--- config.mk ---
export PLATFORM = sky130hd
export DESIGN_NAME = stopwatch_run_ctrl_flat
export DESIGN_NICKNAME = d
export VERILOG_FILES = /design/src/rtl/stopwatch_run_ctrl_if.sv /design/src/rtl/stopwatch_run_ctrl.sv /design/src/flat_wrapper.sv
export SDC_FILE = /design/constraint.sdc
export NUM_CORES = 1
export LEC_CHECK = 0
export BUFFER_PORTS_ARGS = -buffer_cell sky130_fd_sc_hd__buf_2
export CAP_MARGIN = 20
export CORE_MARGIN = 2
export CORE_UTILIZATION = 59
export DETAILED_ROUTE_END_ITERATION = 10
export GPL_ROUTABILITY_DRIVEN = 0
export GPL_TIMING_DRIVEN = 0
export PLACE_DENSITY_LB_ADDON = 0.1
export SLEW_MARGIN = 30
export SYNTH_ARGS = -nofsm -noshare
export SYNTH_HDL_FRONTEND = slang
export SYNTH_SLANG_ARGS = --single-unit
--- constraint.sdc ---
create_clock -name src_clk -period 2.7 [get_ports src_clk]
set_input_delay 0 -clock src_clk [delete_from_list [all_inputs] [get_ports src_clk]]
set_output_delay 0 -clock src_clk [all_outputs]
set_load 0.05 [all_outputs]
--- src/rtl/stopwatch_run_ctrl_if.sv ---
// Control bundle between the button/switch front end and the stopwatch run sequencer.
// Inputs are one-cycle pulses or levels; outputs are registered status, ticks and display controls.
interface stopwatch_run_ctrl_if;
  logic       btn_pause;
  logic       btn_rst;
  logic       adj_mode;
  logic       adj_sel;
  logic [1:0] state;
  logic       tick_1hz;
  logic       tick_adj;
  logic       clr;
  logic       blink;
  logic       blank_min;
  logic       blank_sec;

  modport master (
    output btn_pause, btn_rst, adj_mode, adj_sel,
    input  state, tick_1hz, tick_adj, clr, blink, blank_min, blank_sec
  );

  modport slave (
    input  btn_pause, btn_rst, adj_mode, adj_sel,
    output state, tick_1hz, tick_adj, clr, blink, blank_min, blank_sec
  );
endinterface

--- src/rtl/stopwatch_run_ctrl.sv ---
// Stopwatch run control: owns the quarter-second divider, emits 1 Hz / 2 Hz ticks, clear and blink.
// Latency 1 cycle, every output registered; no backpressure, pulses are fire-and-forget.
module stopwatch_run_ctrl #(
  parameter int CLK_HZ    = 100_000_000,
  parameter int DIV_WIDTH = 25
) (
  input  logic                src_clk,
  input  logic                src_rst_n,
  stopwatch_run_ctrl_if.slave ctl
);

  typedef enum logic [1:0] {
    ST_IDLE  = 2'b00,
    ST_RUN   = 2'b01,
    ST_PAUSE = 2'b10,
    ST_ADJ   = 2'b11
  } state_t;

  localparam logic [DIV_WIDTH-1:0] QCNT_LAST = DIV_WIDTH'(CLK_HZ / 4 - 1);

  state_t               st_q, st_d;
  logic [DIV_WIDTH-1:0] qcnt_q, qcnt_d;
  logic [1:0]           qph_q, qph_d;
  logic                 tick_1hz_q, tick_1hz_d;
  logic                 tick_adj_q, tick_adj_d;
  logic                 clr_q, clr_d;
  logic                 blink_q, blink_d;
  logic                 blank_min_q, blank_min_d;
  logic                 blank_sec_q, blank_sec_d;
  logic                 div_clr, counting, qe, stay;

  always_ff @(posedge src_clk or negedge src_rst_n) begin
    if (!src_rst_n) st_q <= ST_IDLE;
    else            st_q <= st_d;
  end

  always_comb begin
    st_d        = st_q;
    qcnt_d      = qcnt_q;
    qph_d       = qph_q;
    tick_1hz_d  = 1'b0;
    tick_adj_d  = 1'b0;
    clr_d       = ctl.btn_rst;
    blink_d     = blink_q;
    blank_min_d = 1'b0;
    blank_sec_d = 1'b0;

    // Reset beats adjust, adjust beats start/pause.
    if (ctl.btn_rst) begin
      st_d = ctl.adj_mode ? ST_ADJ : ST_IDLE;
    end else begin
      case (st_q)
        ST_IDLE:  if (ctl.adj_mode) st_d = ST_ADJ; else if (ctl.btn_pause) st_d = ST_RUN;
        ST_RUN:   if (ctl.adj_mode) st_d = ST_ADJ; else if (ctl.btn_pause) st_d = ST_PAUSE;
        ST_PAUSE: if (ctl.adj_mode) st_d = ST_ADJ; else if (ctl.btn_pause) st_d = ST_RUN;
        ST_ADJ:   if (!ctl.adj_mode) st_d = ST_PAUSE;
        default:  st_d = ST_IDLE;
      endcase
    end

    stay     = (st_d == st_q);
    div_clr  = ctl.btn_rst | ((st_q == ST_ADJ) != (st_d == ST_ADJ));
    counting = (st_q == ST_RUN) || (st_q == ST_ADJ);
    qe       = counting && !div_clr && (qcnt_q == QCNT_LAST);

    // PAUSE falls through both branches, so the partial second is held.
    if (div_clr || st_q == ST_IDLE) begin
      qcnt_d = '0;
      qph_d  = '0;
    end else if (counting) begin
      qcnt_d = qe ? '0 : qcnt_q + DIV_WIDTH'(1);
      if (qe) qph_d = qph_q + 2'd1;
    end

    tick_1hz_d = qe && stay && (st_q == ST_RUN) && (qph_q == 2'd3);
    tick_adj_d = qe && stay && (st_q == ST_ADJ) && qph_q[0];

    if (st_d == ST_IDLE || (st_q == ST_ADJ && st_d != ST_ADJ)) blink_d = 1'b0;
    else if (qe && stay && st_q == ST_ADJ)                     blink_d = ~blink_q;

    blank_min_d = (st_d == ST_ADJ) && !ctl.adj_sel && blink_d;
    blank_sec_d = (st_d == ST_ADJ) &&  ctl.adj_sel && blink_d;
  end

  always_ff @(posedge src_clk or negedge src_rst_n) begin
    if (!src_rst_n) begin
      qcnt_q      <= '0;
      qph_q       <= '0;
      tick_1hz_q  <= 1'b0;
      tick_adj_q  <= 1'b0;
      clr_q       <= 1'b0;
      blink_q     <= 1'b0;
      blank_min_q <= 1'b0;
      blank_sec_q <= 1'b0;
    end else begin
      qcnt_q      <= qcnt_d;
      qph_q       <= qph_d;
      tick_1hz_q  <= tick_1hz_d;
      tick_adj_q  <= tick_adj_d;
      clr_q       <= clr_d;
      blink_q     <= blink_d;
      blank_min_q <= blank_min_d;
      blank_sec_q <= blank_sec_d;
    end
  end

  assign ctl.state     = st_q;
  assign ctl.tick_1hz  = tick_1hz_q;
  assign ctl.tick_adj  = tick_adj_q;
  assign ctl.clr       = clr_q;
  assign ctl.blink     = blink_q;
  assign ctl.blank_min = blank_min_q;
  assign ctl.blank_sec = blank_sec_q;

endmodule

--- src/flat_wrapper.sv ---
// flat-port wrapper written by rule: the top's interface ports become plain ports
module stopwatch_run_ctrl_flat 
#(
  parameter int CLK_HZ    = 100_000_000,
  parameter int DIV_WIDTH = 25
)
  (src_clk, src_rst_n, ctl_btn_pause, ctl_btn_rst, ctl_adj_mode, ctl_adj_sel, ctl_state, ctl_tick_1hz, ctl_tick_adj, ctl_clr, ctl_blink, ctl_blank_min, ctl_blank_sec);
  stopwatch_run_ctrl_if ctl_i ();
  input  logic src_clk;
  input  logic src_rst_n;
  input wire logic [$bits(ctl_i.btn_pause)-1:0] ctl_btn_pause;
  input wire logic [$bits(ctl_i.btn_rst)-1:0] ctl_btn_rst;
  input wire logic [$bits(ctl_i.adj_mode)-1:0] ctl_adj_mode;
  input wire logic [$bits(ctl_i.adj_sel)-1:0] ctl_adj_sel;
  output wire logic [$bits(ctl_i.state)-1:0] ctl_state;
  output wire logic [$bits(ctl_i.tick_1hz)-1:0] ctl_tick_1hz;
  output wire logic [$bits(ctl_i.tick_adj)-1:0] ctl_tick_adj;
  output wire logic [$bits(ctl_i.clr)-1:0] ctl_clr;
  output wire logic [$bits(ctl_i.blink)-1:0] ctl_blink;
  output wire logic [$bits(ctl_i.blank_min)-1:0] ctl_blank_min;
  output wire logic [$bits(ctl_i.blank_sec)-1:0] ctl_blank_sec;
  assign ctl_i.btn_pause = ctl_btn_pause;
  assign ctl_i.btn_rst = ctl_btn_rst;
  assign ctl_i.adj_mode = ctl_adj_mode;
  assign ctl_i.adj_sel = ctl_adj_sel;
  assign ctl_state = ctl_i.state;
  assign ctl_tick_1hz = ctl_i.tick_1hz;
  assign ctl_tick_adj = ctl_i.tick_adj;
  assign ctl_clr = ctl_i.clr;
  assign ctl_blink = ctl_i.blink;
  assign ctl_blank_min = ctl_i.blank_min;
  assign ctl_blank_sec = ctl_i.blank_sec;
  stopwatch_run_ctrl #(.CLK_HZ(CLK_HZ), .DIV_WIDTH(DIV_WIDTH)) u_core (.src_clk(src_clk), .src_rst_n(src_rst_n), .ctl(ctl_i));
endmodule
; Yosys cells after proc, flatten, opt, wreduce, memory -nomap -nowiden
; Index checks and enable logic that the tools add are counted.
; Widths: inputs -> output; s select.
[word_totals]
regBits = 35
in_bits = 6
output_inout_bits = 8
word_cells = 61
[op_classes]
add_sub_neg = 2
n_eq_ne = 9
mux = 16
n_bitwise = 2
n_reduce_logical = 23
[ops]
columns = cell, count
row1 = $mux 25, 3
row2 = $add 25x1->25 const B, 1
row3 = $eq 25x25->1 const B, 1
row4 = $mux 2, 10
row5 = $logic_and 1x1->1, 12
row6 = $eq 2x2->1 const B, 4
row7 = $pmux 2 s3, 1
row8 = $logic_not 2->1, 2
row9 = $reduce_bool 2->1, 2
row10 = $logic_or 1x1->1, 3
row11 = $add 2x1->2 const B, 1
row12 = $eq 2x1->1 const B, 1
row13 = $eq 2x2->1, 1
row14 = $logic_not 1->1, 2
row15 = $mux 1, 2
row16 = $ne 2x2->1 const B, 1
row17 = $reduce_and 2->1, 1
row18 = $reduce_or 2->1, 1
row19 = $ne 1x1->1, 1
row20 = $not 1->1, 1
row21 = $or 1x1->1, 1

; Longest topological paths before layout
[depth]
ltp_word = 15
ltp_mapped = 8

; Worst setup path after synthesis
; No wires, ideal clock.
[synth_path]
path_type = register -> register
start = reg u_core.st_q[0], in the netlist u_core.ctl.state[0]
end = reg u_core.qcnt_q[20]
t_arrival_ns = 2.677
required_ns = 2.626
slack_ns = -0.051
path_stages_with_launch = 9
n_path_buf = 2
synth_period_minus_slack_ns = 2.751
cell_sequence = dfrtp_1 > buf_4 > and2_1 > ha_1 > and4bb_1 > or4_1 > buf_2 > or4_4 > a21oi_2
[synth_via]
elab_chain_cells = 13
word_cells_on_any_way = 24
cone_classes = 5 x eq/ne / 10 x mux / 1 x bitwise / 8 x reduce/logical
[synth_lines]
columns = item, line_no
row1 = from (decl), stopwatch_run_ctrl.sv:21  ; state_t st_q, st_d;
row2 = from (signal assigned), stopwatch_run_ctrl.sv:34  ; else st_q <= st_d;
row3 = "$eq 2x2->1, or another cell as far along", stopwatch_run_ctrl.sv:52  ; case (st_q)
row4 = "$reduce_or 2->1 (no line), or another cell as far along", -
row5 = $pmux 2 s3, stopwatch_run_ctrl.sv:52
row6 = $mux 2, stopwatch_run_ctrl.sv:49  ; if (ctl.btn_rst) begin
row7 = $eq 2x2->1, stopwatch_run_ctrl.sv:62  ; div_clr = ctl.btn_rst | ((st_q == ST_ADJ) != (st_d == ST_ADJ));
row8 = $ne 1x1->1, stopwatch_run_ctrl.sv:62
row9 = $or 1x1->1, stopwatch_run_ctrl.sv:62
row10 = $logic_not 1->1, stopwatch_run_ctrl.sv:64  ; qe = counting && !div_clr && (qcnt_q == QCNT_LAST);
row11 = $logic_and 1x1->1 (2 in a row), stopwatch_run_ctrl.sv:64
row12 = $mux 25, stopwatch_run_ctrl.sv:71  ; qcnt_d = qe ? '0 : qcnt_q + DIV_WIDTH'(1);
row13 = $mux 25, stopwatch_run_ctrl.sv:70  ; end else if (counting) begin
row14 = $mux 25, stopwatch_run_ctrl.sv:67  ; if (div_clr || st_q == ST_IDLE) begin
row15 = to (signal assigned), stopwatch_run_ctrl.sv:96  ; qcnt_q <= qcnt_d;
row16 = to (decl), stopwatch_run_ctrl.sv:22  ; logic [DIV_WIDTH-1:0] qcnt_q, qcnt_d;
; Parallel ways exist; a longest one is shown, timed or not. The select of a mux whose other input is x is not followed.
; A chain may end at the register's enable or synchronous reset.

; Worst setup path in the final report
; Same ends and word-level chain as after synthesis.

==> results.tsv <==
metric	value	unit
status	finished, final reports clean	
rsz0062_at_grt	no	
clk_latency	340	ps
antennaDiodeCount	0	
drive_gt1_frac	0.139	
power_density	411	nW/um^2
path_cells	buf_4 -> and2_1 -> ha_4 -> and4bb_1 -> or4_1 -> buf_4 -> or4_4 -> a21oi_2	
die_area	3780	um^2
cts_made_buffers	5	
worst_pin_slew	852	ps
cp_slowest_cell	or4_4	
synth_top_area_frac	0.450	
drt.antenna.violating_nets	0	
synth_common_cells	35 x dfrtp_1, 18 x o21ai_0, 17 x a21oi_1	
final_util	0.714	
path_max_fanout	10	
initial_core_util	0.628	
cts_tree	done	
cpPeakStageDelay	480	ps
setup_viol	0	
yosysTopAreaCell	dfrtp_1	
drt_first_iter_violations	186	
critPathBufInv	2	
yosysUniqueCellTypes	39	
syn_inst	210	
crit_path_start_kind	register	
clk_path_buf_depth	2	
drc_errors	0	
antenna_found_initial	0	
nNetsFinal	247	
fp.dieH	61.5	um
worstSetupPathType	register to register	
ys_top_cells_by_area	dfrtp_1 45%, nand4_1 4.8%, o21ai_0 4.6%, a21oi_1 4.4%, or3_1 4.2%	
cp.required	2980	ps
fillers	252	
dp_cells	267	
final_cells	282	
syn_avg_cell_area	9.28	um^2
placementRows	20	
peakVddDrop	0.370	mV
grt_pass1_vias	1562	
syn-cell-area	1950	um^2
worstPathArrival	2880	ps
hold_path_class	input pin to async pin	
clkTransAtPathRegs	110	ps
core_area	3100	um^2
grt_use_total	0.273	
ys_warn_count	0	
crit_path_frequent_cell	buf_4	
slew_viol_final	0	
synth.most_common_cell	dfrtp_1	
setup_tns	0	ps
yosysSeqAreaShare	0.450	
cts_sinks	35	
synth_ff_type	dfrtp_1	
h-tree-depth	2	
drt_wl_total	4650	um
cts_root_buf	clkbuf_4	
hold_violations	0	
overflow	0	
cp-end-kind	register	
firstDrtPassIters	4	
fin_crit	2600	ps
fin_crit_sh	0.964	
syn-num-nets	219	
via_per_inst	6.43	
stdcell_area	2220	um^2
leakage	0.872	nW
grt_max_degree	36	
fmax	0.384	GHz
dpl.hpwl	3140	um
slew_headroom	0.426	
placed_cell_area	2070	um^2
drv_cap	0	
port_buffers	13	
clock_skew	11.9	ps
grt_pass1_wl	7550	um
synthArstFlopShare	1.00	
path_delay_family	simple AND/OR/NAND/NOR gates	
wire_per_inst	16.5	um
die_x	61.5	um
vias	1814	
startpoint	u_core.ctl.state[0]	
ys_ff_latch	35	
r2r_start	u_core.ctl.state[0]	
area_delta_synth_final	13.7	%
io_pins	14	
synth_edf_count	0	
==> final cells by class <==
class,instances,area (um^2),share of cell area
Clock buffer,6,51.3,0.0232
Buffer,9,46.3,0.0209
Sequential cell,35,877,0.396
Timing Repair Buffer,21,138,0.0621
Inverter,6,22.5,0.0102
Clock inverter,1,5.00,0.00226
Multi-Input combinational cell,160,1020,0.461
Tap cell,44,55.1,0.0248
==> per-stage QoR <==
stage               setup WS [ps]  total power (W)  hold WS, ps
floorplan                    5.34         0.000587         -296
global placement             68.2         0.000615          106
detailed placement           33.7         0.000618          116
CTS                          14.5         0.000914          286
global route                 66.7         0.000947          360
finish                       97.7         0.000911          258
==> what timing repair did <==
item / CTS / global route
buffers inserted: 1 / 2
gates resized for setup: 1 / 6
hold buffers: 5 / 0
endpoints found under the setup margin: 1 / 25
pin swaps: 0 / 1
endpoints found under the hold margin: 42 / 0
==> routing by layer <==
| layer | global-route usage | wire, um |
|---|---|---|
| met5 | 0 | 0 |
| met4 | 0.0881 | 70 |
| met3 | 0.0714 | 276 |
| met2 | 0.419 | 2280 |
| met1 | 0.380 | 2020 |
==> path summary, 6_finish.rpt <==
kind / end / slack, ps / cells past startpoint
setup / recovery: u_core.qcnt_q[20] / 100 / 8
hold / removal: u_core.qcnt_q[24] / 260 / 2
setup reg to reg: u_core.qcnt_q[20] / 100 / 8
hold reg to reg: u_core.qcnt_q[1] / 520 / 2
max in group asynchronous: u_core.ctl.state[0] / 1910 / 2
min in group src_clk: u_core.ctl.blank_min / 330 / 3
==> power by group <==
part | internal, W | total [W] | switching, W
Combinational | 0.0000278 | 0.0000853 | 0.0000575
Clock | 0.000121 | 0.000293 | 0.000172
Sequential | 0.000529 | 0.000533 | 0.00000448
==> registers in the layout, summed over array words and instances (netlist names) <==
| register | flops |
|---|---|
| u_core.ctl.blank_min | 1 |
| u_core.ctl.blank_sec | 1 |
| u_core.ctl.blink | 1 |
| u_core.ctl.clr | 1 |
| u_core.ctl.state | 2 |
| u_core.ctl.tick_1hz | 1 |
| u_core.ctl.tick_adj | 1 |
| u_core.qcnt_q | 25 |
| u_core.qph_q | 2 |
==> cell families after synthesis <==
kind of cell,after synthesis,synth area share
fa+ha+maj,3,0.0193
flops,35,0.450
buf+inv,15,0.0328
compound gates,49,0.144
simple gates,100,0.317
xor+xnor,6,0.0270
mux,2,0.0103
==> layout by cell type, fill, tap and decap left out, types with 4 or more instances in the layout <==
master	synthesis	layout
inv_1	6	6
xor2_1	4	4
dfrtp_1	35	34
or3_1	13	13
and4_1	6	6
a21oi_1	17	17
nand3_1	11	11
nor2_1	10	10
buf_2	3	15
clkbuf_4	0	5
nand4_1	15	15
o31ai_1	8	8
buf_4	1	5
nand2_1	15	15
o21ai_0	18	18
dlygate4sd3_1	0	5
or4_1	8	8
Power figures use the tool's default switching activity.
